$ cat config.mk
export PLATFORM = sky130hd
export DESIGN_NAME = leaf_injection_arbiter
export DESIGN_NICKNAME = d
export VERILOG_FILES = /design/src/rtl/leaf_injection_arbiter.sv
export SDC_FILE = /design/constraint.sdc
export NUM_CORES = 1
export LEC_CHECK = 0
export CAP_MARGIN = 20
export CORE_ASPECT_RATIO = 1.25
export CORE_UTILIZATION = 48
export CTS_CLUSTER_DIAMETER = 50
export DETAILED_ROUTE_END_ITERATION = 12
export PLACE_DENSITY = 0.93
export SETUP_SLACK_MARGIN = 0.4
export SLEW_MARGIN = 30
export SYNTH_ARGS = -nofsm -noshare
export SYNTH_HDL_FRONTEND = slang
export SYNTH_SLANG_ARGS = --single-unit
$ cat constraint.sdc
create_clock -name clk -period 3.45 [get_ports clk]
set_input_delay 0.69 -clock clk [delete_from_list [all_inputs] [get_ports clk]]
set_output_delay 0.69 -clock clk [all_outputs]
set_load 0.05 [all_outputs]
$ cat src/rtl/leaf_injection_arbiter.sv
// Round-robin injection scheduler for one leaf input channel: accepts a packet from
// one of N local sources and drives it out over a four-phase bundled-data req/ack handshake.
module leaf_injection_arbiter #(
  parameter int unsigned WIDTH       = 11,
  parameter int unsigned N           = 4,
  parameter int unsigned SYNC_STAGES = 2,
  parameter int unsigned TIMEOUT     = 255
) (
  input  logic                   clk,
  input  logic                   reset,
  input  logic [N-1:0]           src_valid,
  input  logic [N*WIDTH-1:0]     src_data,
  output logic [N-1:0]           src_ready,
  output logic                   out_req,
  output logic [WIDTH-1:0]       out_data,
  input  logic                   out_ack,
  output logic [$clog2(N)-1:0]   grant_id,
  output logic                   busy,
  output logic                   timeout
);

  localparam int unsigned GW = $clog2(N);
  localparam int unsigned CW = $clog2(TIMEOUT + 2);
  localparam logic [CW-1:0] TO_LIM  = CW'(TIMEOUT);
  localparam logic [CW-1:0] CNT_MAX = '1;

  typedef enum logic [1:0] {S_IDLE, S_SETUP, S_REQ, S_REL} state_t;

  state_t               r_state;
  state_t               w_next;
  logic [SYNC_STAGES-1:0] r_sync;
  logic                 w_ack_s;
  logic [GW-1:0]        r_ptr;
  logic [GW-1:0]        w_win;
  logic [GW-1:0]        w_idx;
  logic                 w_found;
  logic                 w_accept;
  logic                 w_stay;
  logic [CW-1:0]        r_cnt;
  logic                 r_req;
  logic                 r_busy;
  logic                 r_timeout;
  logic [WIDTH-1:0]     r_data;
  logic [GW-1:0]        r_gid;

  // out_ack crosses from the router's domain; only the last stage is ever observed
  always_ff @(posedge clk or negedge reset) begin
    if (!reset) r_sync <= '0;
    else        r_sync <= {r_sync[SYNC_STAGES-2:0], out_ack};
  end

  assign w_ack_s = r_sync[SYNC_STAGES-1];

  // Nearest valid source after ptr wins; scan far-to-near so the nearest overwrites last
  always_comb begin
    w_found = 1'b0;
    w_win   = '0;
    w_idx   = '0;
    for (int k = int'(N); k >= 1; k--) begin
      w_idx = GW'((32'(r_ptr) + 32'(k)) % N);
      if (src_valid[w_idx]) begin
        w_found = 1'b1;
        w_win   = w_idx;
      end
    end
  end

  // A held ack after reset blocks acceptance, so no handshake can complete falsely
  assign w_accept  = (r_state == S_IDLE) && w_found && !w_ack_s;
  assign src_ready = (w_accept && reset) ? (N'(1) << w_win) : '0;

  always_ff @(posedge clk or negedge reset) begin
    if (!reset) r_state <= S_IDLE;
    else        r_state <= w_next;
  end

  always_comb begin
    w_next = r_state;
    case (r_state)
      S_IDLE:  if (w_accept) w_next = S_SETUP;
      S_SETUP: w_next = S_REQ;
      S_REQ:   if (w_ack_s)  w_next = S_REL;
      S_REL:   if (!w_ack_s) w_next = S_IDLE;
      default: w_next = S_IDLE;
    endcase
  end

  // Channel outputs are registered from the next state so out_req never glitches
  always_ff @(posedge clk or negedge reset) begin
    if (!reset) begin
      r_ptr  <= GW'(N - 1);
      r_data <= '0;
      r_gid  <= '0;
      r_req  <= 1'b0;
      r_busy <= 1'b0;
    end else begin
      r_req  <= (w_next == S_REQ);
      r_busy <= (w_next != S_IDLE);
      if (w_accept) begin
        r_data <= src_data[32'(w_win) * WIDTH +: WIDTH];
        r_gid  <= w_win;
        r_ptr  <= w_win;
      end
    end
  end

  // Stall watchdog: counts cycles held in one handshake phase; flag is sticky
  assign w_stay = ((r_state == S_REQ) || (r_state == S_REL)) && (w_next == r_state);

  always_ff @(posedge clk or negedge reset) begin
    if (!reset) begin
      r_cnt     <= '0;
      r_timeout <= 1'b0;
    end else begin
      if (!w_stay)                r_cnt <= '0;
      else if (r_cnt != CNT_MAX)  r_cnt <= r_cnt + 1'b1;
      if (w_stay && (TIMEOUT != 0) && ((r_cnt + 1'b1) >= TO_LIM)) r_timeout <= 1'b1;
    end
  end

  assign out_req  = r_req;
  assign out_data = r_data;
  assign grant_id = r_gid;
  assign busy     = r_busy;
  assign timeout  = r_timeout;

endmodule

==> flow_summary.json, run 1 <==
{
  "fin_skew_ns": 0.009312,
  "fillers": 251,
  "tns_ns": 0,
  "min_period_ns": 2.990,
  "grt_pass1_wl_mm": 8.017,
  "track_usage_pct": 25.44,
  "overflow": 0,
  "diodes": 0,
  "post_route_cells_drive_above_1_share_pct": 13.67,
  "first_iter_violations": 84,
  "crit_arrival_ns": 2.30,
  "status": "complete, no violations",
  "worstPathRequired_ns": 2.76,
  "clk_pin_slew_worst_paths_ns": 0.07,
  "wl_per_cell_um": 16.21,
  "worst-path-max-fanout": 11,
  "p_total_w": 0.001908,
  "numCtsBuffers": 5,
  "drt_wl_total_mm": 5.381,
  "p_leak_nw": 1.138,
  "dp_hpwl_mm": 3.581,
  "grt_use_met2_pct": 44.83,
  "gp_congestion": 0.8354,
  "reg2regPathDepth": 5,
  "finalSetupViolations": 0,
  "reg2reg_from": "r_ptr[1]",
  "reg2reg_to": "out_data[10]",
  "busiest_layer": "met2",
  "ant_nets": 0,
  "crit_start": "src_valid[3]",
  "slew_violations": 0,
  "async_flop_share_pct": 100.0,
  "io_buffers": 70,
  "clock_sinks": 31,
  "seq_area_um2": 778.2,
  "ys_ff_latch": 31,
  "die_x_um": 58.15,
  "die_y_um": 72.19,
  "initial_core_util_pct": 49.98,
  "min_period_over_period_pct": 86.67,
  "rsz0062_at_grt": "false",
  "synth_edf_count": 0,
  "r2r_slack_ns": 1.34,
  "die_area_um2": 4198,
  "p_per_area_nw_per_um2": 686.0,
  "endpoint_kind": "output pin",
  "synth_area_um2": 1892,
  "root_buffer": "clkbuf_8",
  "core-area_um2": 3785,
  "maxCapViolations": 0,
  "io-pin-count": 71,
  "grt_pass1_vias": 1836,
  "peakVddDrop_uv": 437.4,
  "vias": 1838,
  "hold_path.class": "flip-flop to flip-flop",
  "insertion_delay_ns": 0.28,
  "multi_input_area_um2": 1046,
  "grt_max_degree": 32,
  "ys.flop_type": "dfrtp_1",
  "min_from": "r_sync[0]",
  "cts_tree": "done",
  "synthCells": 204,
  "met3_usage_pct": 8.021,
  "holdWs_ns": 0.3580,
  "worstSetupPathType": "input pin to output pin",
  "use_met1_pct": 28.18,
  "antenna_found_initial": 0,
  "start_kind": "input pin",
  "synth_cell_types": 38,
  "worst_pin_slew_ns": 0.5265,
  "fmax_mhz": 334.4,
  "cts_buffer_depth": 2,
  "hold_viol": 0,
  "fin_nets": 331,
  "drt_first_pass_iters": 4,
  "area_growth_pct": 47.02,
  "relSlewSlack_pct": 64.90,
  "yosysSeqAreaShare_pct": 41.14,
  "route.detailed.drc": 0,
  "endpoint": "src_ready[0]",
  "viasPerCell": 5.536,
  "htreeDepth": 2,
  "synth_fp_nets": 258,
  "syn_avg_cell_area_um2": 9.274,
  "yosys_warnings": 0,
  "num_rows": 25
}
critical path, cell delays in order:
cell	delay [ns]
clkdlybuf4s50_1	0.50
or4_4	0.54
and2_4	0.20
nand3b_1	0.12
nor2_1	0.05
buf_4	0.19
flip-flops by register name, summed over array words and instances, names as in the netlist:
register  cells
busy          1
out_data     11
r_ptr         2
out_req       1
r_sync        2
grant_id      2
r_state       2
r_cnt         9
timeout       1
report_power, final:
group | internal (W) | total, W | switching, W
Combinational | 0.000389 | 0.00101 | 0.000622
Sequential | 0.000487 | 0.000586 | 0.0000991
Clock | 0.000182 | 0.000312 | 0.000130
Total | 0.00106 | 0.00191 | 0.000850
Yosys cell counts, types with 2 or more instances:
master | number | share of area, %
nand3_1 | 26 | 6.9
xor2_1 | 4 | 1.9
buf_4 | 2 | 0.79
xnor2_1 | 6 | 2.8
nor3_1 | 2 | 0.53
dfrtp_1 | 29 | 38
ha_1 | 3 | 2.0
clkbuf_1 | 3 | 0.60
dfstp_2 | 2 | 2.8
mux2i_1 | 13 | 6.9
nand3b_1 | 4 | 1.6
nand2_1 | 26 | 5.2
nor2_1 | 23 | 4.6
buf_2 | 5 | 1.3
buf_6 | 2 | 1.2
o211ai_1 | 11 | 4.4
a21oi_1 | 5 | 1.3
nand2b_1 | 4 | 1.3
mux2_2 | 12 | 7.1
o21ai_0 | 4 | 1.1
per-stage QoR:
step	worst slack, ns	cell area [um2]	instances	utilization [%]
2_1_floorplan	0.6907	1892	204	-
3_3_place_gp	0.4134	2636	319	69.65
3_5_place_dp	0.4090	2636	319	69.65
4_1_cts	0.4285	2744	328	72.50
5_1_grt	0.3987	2781	332	73.49
6_report	0.4599	2781	332	73.49
timing repair:
action	in CTS	in global routing
gates cloned	1	0
endpoints found under the hold margin	0	0
setup endpoints to repair	4	4
hold buffers	0	0
buffers inserted	0	4
resized for setup	0	3
per-layer routing:
metal / wire (um) / vias up
met1: 2033 / 869
met2: 2797 / 94
met4: 140 / 0
li1: - / 863
met5: 0 / -
met3: 409 / 12
cell type report:
cell class / count / area share (%)
clock buffers: 8 / 3.599
inverters: 1 / 0.1350
multi-input cells: 161 / 37.61
flip-flops and latches: 31 / 27.98
well taps: 54 / 2.429
repair buffers: 77 / 28.25
layout by cell type (no fill, tap or decap), types with 2 or more instances in the layout:
| cell | netlist | layout |
|---|---|---|
| clkdlybuf4s50_1 | 0 | 64 |
| dlymetal6s2s_1 | 0 | 2 |
| nand3b_1 | 4 | 4 |
| dfrtp_1 | 29 | 29 |
| nand2_1 | 26 | 26 |
| mux2i_1 | 13 | 13 |
| o21ai_0 | 4 | 4 |
| o211ai_1 | 11 | 11 |
| xor2_1 | 4 | 4 |
| nor3_1 | 2 | 2 |
| ha_1 | 3 | 3 |
| buf_4 | 2 | 8 |
| dfstp_2 | 2 | 2 |
| clkbuf_8 | 0 | 7 |
| buf_12 | 0 | 3 |
| nand3_1 | 26 | 26 |
| a21oi_1 | 5 | 5 |
| mux2_2 | 12 | 12 |
| xnor2_1 | 6 | 6 |
| nor2_1 | 23 | 22 |
| nand2b_1 | 4 | 4 |
logic make-up (layout without fill, tap and decap cells):
kind of cell | Yosys count | after routing | synth area share (%)
AND/OR/NAND/NOR | 94 | 95 | 23.81
flip-flops | 31 | 31 | 41.14
AO/OA/AOI/OAI | 28 | 28 | 10.32
XOR/XNOR | 10 | 10 | 4.629
adder cells (fa/ha/maj) | 3 | 3 | 1.984
multiplexers | 25 | 25 | 14.02
buffers and inverters | 13 | 86 | 4.100
worst min path at each step:
| stage | end | cells after the start | slack [ns] |
|---|---|---|---|
| after CTS | r_sync[1] | 0 | 0.36 |
| after floorplan | r_sync[1] | 0 | 0.33 |
| after global routing | r_sync[1] | 0 | 0.37 |
| after detailed placement | r_sync[1] | 0 | 0.34 |
| final | r_sync[1] | 0 | 0.36 |
| after global placement | r_sync[1] | 0 | 0.33 |
No activity file was read; power rests on OpenSTA's default activity.
==> run 2: changes to the inputs <==
- CORE_ASPECT_RATIO: 1.25 -> default
- GPL_ROUTABILITY_DRIVEN: default -> 0
==> run 2 against run 1 <==
Against the previous run: core utilization grew 1.8 points; first-iteration DRC count grew 71%; critical path depth grew 1; sequential share of layout area shrank 0.18 points; count of clock-buffer cells in the layout shrank 2; sequential cell count is the same.
==> flow_summary.json, run 2 (synthesis results as in run 1) <==
{
  "status": "complete, no violations",
  "p_per_area_nw_per_um2": 723.2,
  "io-pin-count": 71,
  "worst_pin_slew_ns": 0.5546,
  "p_total_w": 0.002024,
  "htreeDepth": 2,
  "crit_path_frequent_cell": "nor2_1",
  "p_sw_w": 0.0008604,
  "fillers": 252,
  "post_route_cells_drive_above_1_share_pct": 13.36,
  "pwr-share-clk_pct": 21.2,
  "reg2reg_from": "r_ptr[1]",
  "seqPwrFrac_pct": 28.6,
  "worst-path-max-fanout": 4,
  "slew_violations": 0,
  "largest_register_ffs": 11,
  "track_usage_pct": 29.85,
  "die_area_um2": 4196,
  "grt_max_degree": 32,
  "fmax_mhz": 334.7,
  "io_buffers": 70,
  "min_from": "r_sync[0]",
  "utilization_pct": 75.32,
  "routed-wl-met3_um": 327,
  "relSlewSlack_pct": 62.91,
  "swShare_pct": 42.50,
  "route.detailed.drc": 0,
  "num_rows": 22,
  "dp_hpwl_mm": 3.739,
  "insertion_delay_ns": 0.29,
  "worst-path-buf-inv": 2,
  "finalSetupViolations": 0,
  "wl_per_cell_um": 17.58,
  "drt-met1-wl_mm": 2.246,
  "p_comb_share_pct": 50.2,
  "viasPerCell": 5.800,
  "r2r_slack_ns": 1.29,
  "tns_ns": 0,
  "top_layer": "met4",
  "min_period_over_period_pct": 86.61,
  "die_y_um": 64.78,
  "fin_nets": 330,
  "core-area_um2": 3716,
  "maxCapViolations": 0,
  "start_kind": "input pin",
  "cts_buffer_depth": 2,
  "area_growth_pct": 47.95,
  "seq_area_um2": 778.2,
  "hold_path.class": "flip-flop to flip-flop",
  "numCtsBuffers": 5,
  "peakVddDrop_uv": 558.5,
  "cpMaxStageDelayCell": "clkdlybuf4s50_1",
  "crit_arrival_ns": 2.30,
  "cts_tree": "done",
  "drt_first_pass_iters": 4,
  "vias": 1885,
  "final_cell_mix": "clkdlybuf4s50_1, dfrtp_1, nand2_1, nand3_1, nor2_1",
  "reg2reg_to": "out_data[0]",
  "clk_pin_slew_worst_paths_ns": 0.07,
  "intPower_w": 0.001164,
  "drt_wl_total_mm": 5.712,
  "worstSetupPathType": "input pin to output pin",
  "cpPeakStageDelay_ns": 0.54,
  "min_to": "r_sync[1]",
  "grt_pass1_wl_mm": 9.411,
  "clock_sinks": 31,
  "cp_top_family": "buffers and inverters",
  "hold_viol": 0,
  "wl_met2_mm": 2.856,
  "initial_core_util_pct": 50.91,
  "multi_input_area_um2": 1046,
  "root_buffer": "clkbuf_8",
  "reg2regPathDepth": 6,
  "crit_chain": "clkdlybuf4s50_1 > nand2b_1 > a21boi_1 > nor2_1 > nor2_2 > nor2_1 > buf_12",
  "worstPathRequired_ns": 2.76,
  "overflow": 0,
  "p_leak_nw": 1.146,
  "first_iter_violations": 144,
  "ant_nets": 0,
  "min_period_ns": 2.988,
  "diodes": 0,
  "grt_pass1_vias": 1905,
  "antenna_found_initial": 0,
  "whs_path_depth": 0,
  "fin_skew_ns": 0.002070,
  "endpoint_kind": "output pin",
  "rsz0062_at_grt": "true",
  "layout_commonest_cell": "clkdlybuf4s50_1",
  "die_x_um": 64.78
}
-- run 2: worst max-delay path by stage --
stage	depth (start not counted)	from	end
finish	7	src_valid[2]	src_ready[1]
global route	6	src_valid[2]	src_ready[2]
CTS	7	src_valid[2]	src_ready[1]
detailed placement	6	src_valid[0]	src_ready[2]
global placement	6	src_valid[0]	src_ready[0]
floorplan	5	src_valid[1]	src_ready[2]
-- run 2: area by class of cell --
cell class | count | share of cell area (%)
clock buffers | 6 | 2.593
clock inverters | 2 | 2.146
multi-input cells | 161 | 37.37
well taps | 48 | 2.146
repair buffers | 76 | 27.81
inverters | 1 | 0.1341
flip-flops and latches | 31 | 27.81
-- run 2: metrics by stage --
| stage | hold slack (ns) | setup slack, ns | instance area, um2 | std cells |
|---|---|---|---|---|
| 2_1_floorplan | 0.3312 | 0.6907 | 1892 | 204 |
| 3_3_place_gp | 0.3328 | 0.3991 | 2636 | 314 |
| 3_5_place_dp | 0.3370 | 0.3617 | 2636 | 314 |
| 4_1_cts | 0.3593 | 0.4162 | 2791 | 325 |
| 5_1_grt | 0.3615 | 0.3981 | 2799 | 325 |
| 6_report | 0.3514 | 0.4621 | 2799 | 325 |
-- run 2: metal layers --
metal / up-vias / global-route usage (%)
met4: 0 / 18.06
met2: 89 / 48.31
met1: 904 / 35.99
met3: 28 / 6.514
met5: - / 0
li1: 864 / -
-- run 2: worst register-to-register path, stage by stage (launching register included) --
cell and delay (ns):
dfstp_2 0.60, mux2i_1 0.10, o22ai_1 0.24, o21bai_2 0.30
buf_4 0.38, mux2_2 0.38, o211ai_1 0.09
-- run 2: repair_timing --
action | in CTS | in global routing
gates cloned | 1 | 0
buffers inserted | 2 | 0
endpoints found under the setup margin | 4 | 4
gates resized for setup | 0 | 3
pin swaps | 0 | 0
hold buffers | 0 | 0
-- run 2: power by group through the flow --
stage	combinational, W	sequential (W)	clock [W]
2_1_floorplan	0.000412	0.000836	0
3_3_place_gp	0.000961	0.000576	0
6_report	0.00102	0.000579	0.000429
4_1_cts	0.00101	0.000578	0.000437
5_1_grt	0.00108	0.000592	0.000455
3_5_place_dp	0.000986	0.000584	0
==> run 3: changes to the inputs <==
- MAX_ROUTING_LAYER: default -> met4
==> run 3 against run 2 <==
Against the previous run: core utilization unchanged; global-route usage increased by 0.68 points; critical path type unchanged; register-to-register slack about the same; count of clock-buffer cells in the layout unchanged; design area unchanged.
==> flow_summary.json, run 3 (synthesis results as in run 1) <==
{
  "status": "complete, no violations",
  "maxCapViolations": 0,
  "place_area_um2": 2636,
  "htreeDepth": 2,
  "io-pin-count": 71,
  "whs_path_depth": 0,
  "drt_first_pass_iters": 6,
  "grt_pass1_vias": 1910,
  "crit_arrival_ns": 2.30,
  "wl_per_cell_um": 17.69,
  "hold_viol": 0,
  "ctsHoldBuffers": 0,
  "worst-path-max-fanout": 4,
  "layout_commonest_cell": "clkdlybuf4s50_1",
  "route.detailed.drc": 0,
  "reg2reg_from": "r_ptr[1]",
  "r2r_slack_ns": 1.29,
  "largest_register_ffs": 11,
  "die_x_um": 64.78,
  "endpoint_kind": "output pin",
  "root_buffer": "clkbuf_8",
  "final_cell_mix": "clkdlybuf4s50_1, dfrtp_1, nand2_1, nand3_1, nor2_1",
  "insertion_delay_ns": 0.29,
  "p_per_area_nw_per_um2": 724.2,
  "post_route_cells_drive_above_1_share_pct": 13.36,
  "min_period_ns": 2.995,
  "p_total_w": 0.002027,
  "ant_nets": 0,
  "antenna_found_initial": 0,
  "clock_sinks": 31,
  "track_usage_pct": 30.53,
  "relSlewSlack_pct": 62.82,
  "reg2regPathDepth": 6,
  "start_kind": "input pin",
  "area_growth_pct": 47.95,
  "dp_hpwl_mm": 3.739,
  "final_area_um2": 2799,
  "seq_area_um2": 778.2,
  "cts_tree": "done",
  "peakVddDrop_uv": 559.1,
  "initial_core_util_pct": 50.91,
  "fillers": 252,
  "grt_pass1_wl_mm": 9.356,
  "numCtsBuffers": 5,
  "diodes": 0,
  "fin_nets": 330,
  "vias": 1888,
  "first_iter_violations": 133,
  "multi_input_area_um2": 1046,
  "min_from": "r_sync[0]",
  "holdWs_ns": 0.3520,
  "finalSetupViolations": 0,
  "grt_max_degree": 32,
  "die_y_um": 64.78,
  "fmax_mhz": 333.9,
  "hold_path.class": "flip-flop to flip-flop",
  "worst_pin_slew_ns": 0.5559,
  "core-area_um2": 3716,
  "cts_buffer_depth": 2,
  "viasPerCell": 5.809,
  "tns_ns": 0,
  "p_leak_nw": 1.146,
  "io_buffers": 70,
  "die_area_um2": 4196,
  "overflow": 0,
  "clk_pin_slew_worst_paths_ns": 0.07,
  "min_to": "r_sync[1]",
  "worstSetupPathType": "input pin to output pin",
  "rsz0062_at_grt": "true",
  "drt_wl_total_mm": 5.748,
  "fin_skew_ns": 0.003737,
  "reg2reg_to": "out_data[7]",
  "worstPathRequired_ns": 2.76,
  "slew_violations": 0,
  "min_period_over_period_pct": 86.80,
  "num_rows": 22
}
## run 3: cell counts in the layout (fill, tap and decap cells not counted)
Identical to the previous run, type by type.
## run 3: through the flow
step	utilization [%]	setup WS, ns	std cells
final	75.32	0.4552	325
after global routing	75.32	0.3981	325
after CTS	75.12	0.4162	325
after detailed placement	70.94	0.3617	314
after global placement	70.94	0.3991	314
after floorplan	-	0.6907	204
## run 3: critical path, cell delays in order
cell and delay [ns]:
clkdlybuf4s50_1 0.55, nand2b_1 0.16, a21boi_1 0.23, nor2_1 0.08, nor2_2 0.28, nor2_1 0.14
buf_12 0.17
## run 3: how the worst max path moves through the flow
| stage | from | endpoint | slack, ns |
|---|---|---|---|
| 2_1_floorplan | src_valid[1] | src_ready[2] | 0.69 |
| 3_3_place_gp | src_valid[0] | src_ready[0] | 0.40 |
| 3_5_place_dp | src_valid[0] | src_ready[2] | 0.36 |
| 4_1_cts | src_valid[2] | src_ready[1] | 0.42 |
| 5_1_grt | src_valid[2] | src_ready[2] | 0.40 |
| 6_report | src_valid[2] | src_ready[1] | 0.46 |
## run 3: area by class of cell
| class | instances | share of cell area (%) |
|---|---|---|
| clock buffer | 6 | 2.593 |
| clock inverter | 2 | 2.146 |
| inverter | 1 | 0.1341 |
| multi-input combinational | 161 | 37.37 |
| sequential | 31 | 27.81 |
| tap | 48 | 2.146 |
| timing repair buffer | 76 | 27.81 |
## run 3: timing repair
item / in CTS / in global routing
gates cloned: 1 / 0
pin swaps: 0 / 0
buffers inserted: 2 / 0
endpoints found under the setup margin: 4 / 4
gates resized for setup: 0 / 3
## run 3: where the power goes
part / switching, W / total (W) / internal (W) / leakage, nW
registers: 0.0000932 / 0.000580 / 0.000487 / 0.389
clock network: 0.000142 / 0.000431 / 0.000289 / 0.0654
logic: 0.000628 / 0.00102 / 0.000388 / 0.691
total: 0.000863 / 0.00203 / 0.00116 / 1.15
## run 3: metal layers
metal	up-vias	part of all wire [%]	track usage, %
met1	896	39	35.54
met3	29	5.7	6.514
li1	863	-	-
met4	0	4.9	18.89
met2	100	51	47.92
met5	-	0	-
==> edit 1: new RTL, config.mk and constraints of run 1 <==
Set the parameter `TIMEOUT` to 510 (it was 255).
--- a/src/rtl/leaf_injection_arbiter.sv
+++ b/src/rtl/leaf_injection_arbiter.sv
@@ -5,5 +5,5 @@
   parameter int unsigned N           = 4,
   parameter int unsigned SYNC_STAGES = 2,
-  parameter int unsigned TIMEOUT     = 255
+  parameter int unsigned TIMEOUT     = 510
 ) (
   input  logic                   clk,
Function: no difference found for any inputs over 10 cycles, from zero or initial values and one cycle with reset low; that may be too few to reach the edited logic, so the function may still have changed.
==> edit 1 against run 1 <==
- total power grew 0.34%
- worst hold slack gained 0.0098 ns
- count of clock-buffer cells in the layout is the same
- design area grew 0.90%
- clock skew shrank 0.0029 ns
- wire length shrank 10%
- global-route usage shrank 1.7 points
- critical path type unchanged
- clock power is essentially flat
- sequential cell count is the same
- setup slack lost 0.017 ns
- area after synthesis grew 4.9%
- core utilization shrank 1.1 points
==> edit 1: results (changes against run 1) <==
* Outcome: complete, no violations
* Final wirelength at 4820 um (-10%)
* Max cap viols at 0 (unchanged)
* H-tree depth at 2 (unchanged)
* Area Growth Syn to Fin at 41.4%
* Port bufs at 70 (unchanged)
* DP Wirelength at 3570 um (-0.25%)
* Relative slew slack at 0.480 (-0.169)
* # fillers at 284 (+13%)
* Via count of the first global-routing pass at 1709 (-6.9%)
* Count leader, synth: dfrtp_1
* Clock slew seen by the registers of the worst setup and hold paths at 0.06 ns
* GPL Wtd Cong at 0.844 (+0.98%)
* Clock Path Buffers at 2 (unchanged)
* Initial drt markers at 48 (-43%)
* Pre-CTS WS at 0.437 ns (+0.0279 ns)
* PostCTS Resize Cnt at 0 (unchanged)
* Placed cells at 307 (-3.8%)
* Vias per inst at 5.45 (-1.5%)
* Synth area leader: dfrtp_1
* Total Routing Usage GR at 0.237 (-0.0173)
* Synth unique cells at 43 (+13%)
* Synth top area share at 0.366 (-0.0179)
* Leakage at 1.15 nW (+0.74%)
* First-pass GRT wire length at 7620 um (-4.9%)
* Cell Area, Placed at 2710 um^2 (+2.7%)
* Peak supply drop at 0.484 mV (+11%)
* Seq/Total Area, Yosys at 0.392 (-0.0192)
* Syn nets at 243 (-5.8%)
* Async set or reset register ratio after synthesis at 1.00 (unchanged)
* Warnings from Yosys at 0 (unchanged)
* Syn_area_per_cell at 10.5 um^2 (+13%)
* Clock latency at the later pin of the worst-skew pair at 0.28 ns (about the same)
* Post-synth top cells: 29 x dfrtp_1, 22 x nor2_1, 17 x nand3_1
* CTS buffer count at 5 (unchanged)
* CP arrival at 2.32 ns (+0.02 ns)
* Setup Skew at 0.00641 ns (-0.00291 ns)
* Top cells by area, synth: dfrtp_1 37%, mux2i_1 6.6%, mux2_2 5.7%
* Final setup vio count at 0 (unchanged)
* Max FFs per register at 11 (unchanged)
* CTS Root Cell: clkbuf_8
* CP Max Fanout at 3 (-8)
* Layout cells sized above 1 at 0.180 (+0.0434)
* Non-Filler Instances at 315 (-5.1%)
* Post-CTS Setup Inserts at 0 (unchanged)
* Worst min path class: reg -> reg
edit 1: critical path, stage by stage:
cell             delay, ns
clkdlybuf4s50_1       0.49
or4_4                 0.57
and2_1                0.19
nand3_1               0.13
nor2_1                0.05
buf_4                 0.19
edit 1: logic make-up (layout without fill, tap and decap cells):
logic type / count (synthesis) / after routing / synth area share
muxes: 26 / 26 / 0.145
and+or+nand+nor: 82 / 82 / 0.234
AOI/OAI and AO/OA: 27 / 27 / 0.122
buffers and inverters: 14 / 86 / 0.0618
xor gates and xnor gates: 6 / 6 / 0.0265
adders and majority gates: 3 / 3 / 0.0189
DFF: 31 / 31 / 0.392
edit 1: path summary, 6_finish.rpt:
path / from / endpoint / slack, ns / cells past startpoint
min: r_sync[0]$_DFF_PN0_ / r_sync[1]$_DFF_PN0_ / 0.37 / 0
min reg2reg: r_sync[0]$_DFF_PN0_ / r_sync[1]$_DFF_PN0_ / 0.37 / 0
max in group asynchronous: reset / r_ptr[1]$_DFFE_PN1P_ / 2.19 / 2
max reg2reg: r_ptr[1]$_DFFE_PN1P_ / out_data[3]$_DFFE_PN0P_ / 1.16 / 6
max: src_valid[0] / src_ready[2] / 0.44 / 6
min in group asynchronous: reset / out_data[5]$_DFFE_PN0P_ / 0.95 / 2
edit 1: layout make-up:
type,count,share of cell area
Inverter,3,0.00401
Multi-Input combinational cell,144,0.386
Timing Repair Buffer,75,0.273
Tap cell,54,0.0241
Sequential cell,31,0.277
Clock buffer,8,0.0357
edit 1: through the flow:
stage          hold slack [ns]  power (mW)
2_1_floorplan            0.331        1.31
3_3_place_gp             0.365        1.58
3_5_place_dp             0.350        1.60
4_1_cts                  0.365        1.92
5_1_grt                  0.379        2.00
6_report                 0.368        1.91
edit 1: routing by layer:
metal  wire length (um)  track usage  share of wire  vias to the layer above
met3                304       0.0722          0.063                        5
met1               1890        0.261           0.39                      831
li1                   -            -              -                      825
met2               2560        0.429           0.53                       57
met4                 55       0.0724          0.011                        0
met5                  0            0              0                        -
edit 1: where the power goes:
part	internal (mW)	switching, mW
logic	0.413	0.606
clock network	0.182	0.130
registers	0.486	0.0980
total	1.08	0.833
==> edit 2: new RTL, config.mk and constraints of run 1 <==
Without the edit above. Reset style: synchronous (`reset`), changed in 4 clocked blocks.
--- a/src/rtl/leaf_injection_arbiter.sv
+++ b/src/rtl/leaf_injection_arbiter.sv
@@ -45,5 +45,5 @@
 
   // out_ack crosses from the router's domain; only the last stage is ever observed
-  always_ff @(posedge clk or negedge reset) begin
+  always_ff @(posedge clk) begin
     if (!reset) r_sync <= '0;
     else        r_sync <= {r_sync[SYNC_STAGES-2:0], out_ack};
@@ -70,5 +70,5 @@
   assign src_ready = (w_accept && reset) ? (N'(1) << w_win) : '0;
 
-  always_ff @(posedge clk or negedge reset) begin
+  always_ff @(posedge clk) begin
     if (!reset) r_state <= S_IDLE;
     else        r_state <= w_next;
@@ -87,5 +87,5 @@
 
   // Channel outputs are registered from the next state so out_req never glitches
-  always_ff @(posedge clk or negedge reset) begin
+  always_ff @(posedge clk) begin
     if (!reset) begin
       r_ptr  <= GW'(N - 1);
@@ -108,5 +108,5 @@
   assign w_stay = ((r_state == S_REQ) || (r_state == S_REL)) && (w_next == r_state);
 
-  always_ff @(posedge clk or negedge reset) begin
+  always_ff @(posedge clk) begin
     if (!reset) begin
       r_cnt     <= '0;
Function: differs if reset is asserted again (counterexample within 4 cycles, from zero or initial values and one cycle with reset low); with reset held inactive, the same outputs for 10 cycles.
==> edit 2 against run 1 <==
- the flow now finishes with violations (design-rule violations)
- wire length grew 6.7%
- sequential cell count stayed put
- sequential share of layout area down 5.4 points
- global-route usage rose by 2.4 points
- non-clock buffer count is 1 lower
- critical path depth stayed put
- worst hold slack better by 0.079 ns
- setup slack worse by 0.017 ns
- design area down 0.99%
- critical path type unchanged
- clock skew fell by 0.0039 ns
- area after synthesis shrank 1.9%
Power is not compared: it rests on default switching activity, and its combinational part moved more than twofold at a synthesized area within 25%.
==> edit 2: results (changes against run 1) <==
* Final worst slack at 0.443 ns (-0.0167 ns)
* Primary FF master, synth: dfxtp_1
* # fillers at 236 (-6.0%)
* Syn nets at 271 (+5.0%)
* Relative slew slack at 0.565 (-0.0836)
* Top cells by area, synth: dfxtp_1 33%, a211oi_2 10%, mux2i_1 7.6%
* Warnings from Yosys at 0 (unchanged)
* Failing checks: design-rule violations
* GPL Wtd Cong at 0.865 (+3.6%)
* Setup Skew at 0.00538 ns (-0.00393 ns)
* DRT Pass-1 Iters at 13 (+9)
* DP Wirelength at 3800 um (+6.2%)
* CTS Root Cell: clkbuf_8
* Vias at 1950 (+6.1%)
* CP arrival at 2.32 ns (+0.02 ns)
* Slowest stage delay, CP at 0.56 ns (+0.02 ns)
* Initial drt markers at 107 (+27%)
* Post-synth top cells: 31 x dfxtp_1, 23 x nor2_1, 16 x inv_1, 16 x o21ai_0
* Min-Delay Path Depth at 1 (+1)
* Pin count of the biggest net entering global routing at 22 (-31%)
* Final #Nets at 339 (+2.4%)
* Max FFs per register at 11 (unchanged)
* Hold_ws at 0.437 ns (+0.0793 ns)
* CTS buffer count at 5 (unchanged)
* Slowest CP cell: clkdlybuf4s50_1
* CP Max Fanout at 7 (-4)
* PostCTS Resize Cnt at 5 (+5)
* Clock latency at the later pin of the worst-skew pair at 0.28 ns (about the same)
* Worst R2R Path Depth at 6 (+1)
* Seq/Total Area, Yosys at 0.334 (-0.0769)
* Leakage at 1.04 nW
* Peak supply drop at 0.321 mV
* Clock slew seen by the registers of the worst setup and hold paths at 0.07 ns (about the same)
* Layout cells sized above 1 at 0.157 (+0.0207)
* P_comb at 0.497 mW
* H-tree depth at 2 (unchanged)
* Post-route DRC at 11 (+11)
* Port bufs at 70 (unchanged)
* Reg-to-reg slack, setup at 1.19 ns (-0.15 ns)
* Wirelength per Cell at 17.7 um (+9.0%)
* Ant. Diodes at 0 (unchanged)
* Worst min path class: reg -> reg
* Total Routing Usage GR at 0.278 (+0.0238)
* Cell-internal power at 0.831 mW
* Outcome: complete, but fails checks
* Via count of the first global-routing pass at 1913 (+4.2%)
* Async set or reset register ratio after synthesis at 0 (-1.00)
* Seq pwr at 0.430 mW
* Synth unique cells at 37 (-2.6%)
* First-pass GRT wire length at 8750 um (+9.1%)
* Largest delay share family, worst path: buffers and inverters
* Pre-CTS WS at 0.208 ns (-0.201 ns)
* Sequential share of power at 0.330
* Post-CTS Setup Inserts at 1 (+1)
[edit 2: final cells by class]
class / instances / area, um^2 / share of cell area
Sequential cell: 31 / 621 / 0.225
Inverter: 16 / 60.1 / 0.0218
Clock inverter: 2 / 35.0 / 0.0127
Timing Repair Buffer: 76 / 762 / 0.277
Tap cell: 39 / 48.8 / 0.0177
Clock buffer: 6 / 82.6 / 0.0300
Multi-Input combinational cell: 155 / 1140 / 0.416
[edit 2: layer usage]
metal  GRT usage  up-vias  part of all wire
met5           0        -                 0
met3      0.0812       20             0.096
li1            -      918                 -
met1       0.324      915              0.39
met2       0.457       97              0.49
met4       0.146        0             0.029
[edit 2: logic make-up (layout without fill, tap and decap cells)]
| group | Yosys count | in the layout | synth area share |
|---|---|---|---|
| DFF | 31 | 31 | 0.334 |
| AOI/OAI and AO/OA | 67 | 67 | 0.280 |
| xor gates and xnor gates | 8 | 8 | 0.0378 |
| and+or+nand+nor | 63 | 63 | 0.171 |
| adders and majority gates | 3 | 3 | 0.0202 |
| muxes | 14 | 14 | 0.0755 |
| buffers and inverters | 31 | 100 | 0.0816 |
[edit 2: worst paths after layout]
check / start / end
worst max-delay path: src_valid[2] / src_ready[0]
worst min-delay path: r_sync[0]$_SDFF_PN0_ / r_sync[1]$_SDFF_PN0_
worst max register to register: r_ptr[1]$_SDFFE_PN1P_ / out_data[1]$_SDFFE_PN0P_
worst min register to register: r_sync[0]$_SDFF_PN0_ / r_sync[1]$_SDFF_PN0_
[edit 2: through the flow]
stage	utilization	instances	cell area [um^2]
global route	0.764	325	2750
CTS	0.756	325	2720
finish	0.764	325	2750
global placement	0.716	316	2580
detailed placement	0.716	316	2580
floorplan	-	217	1870
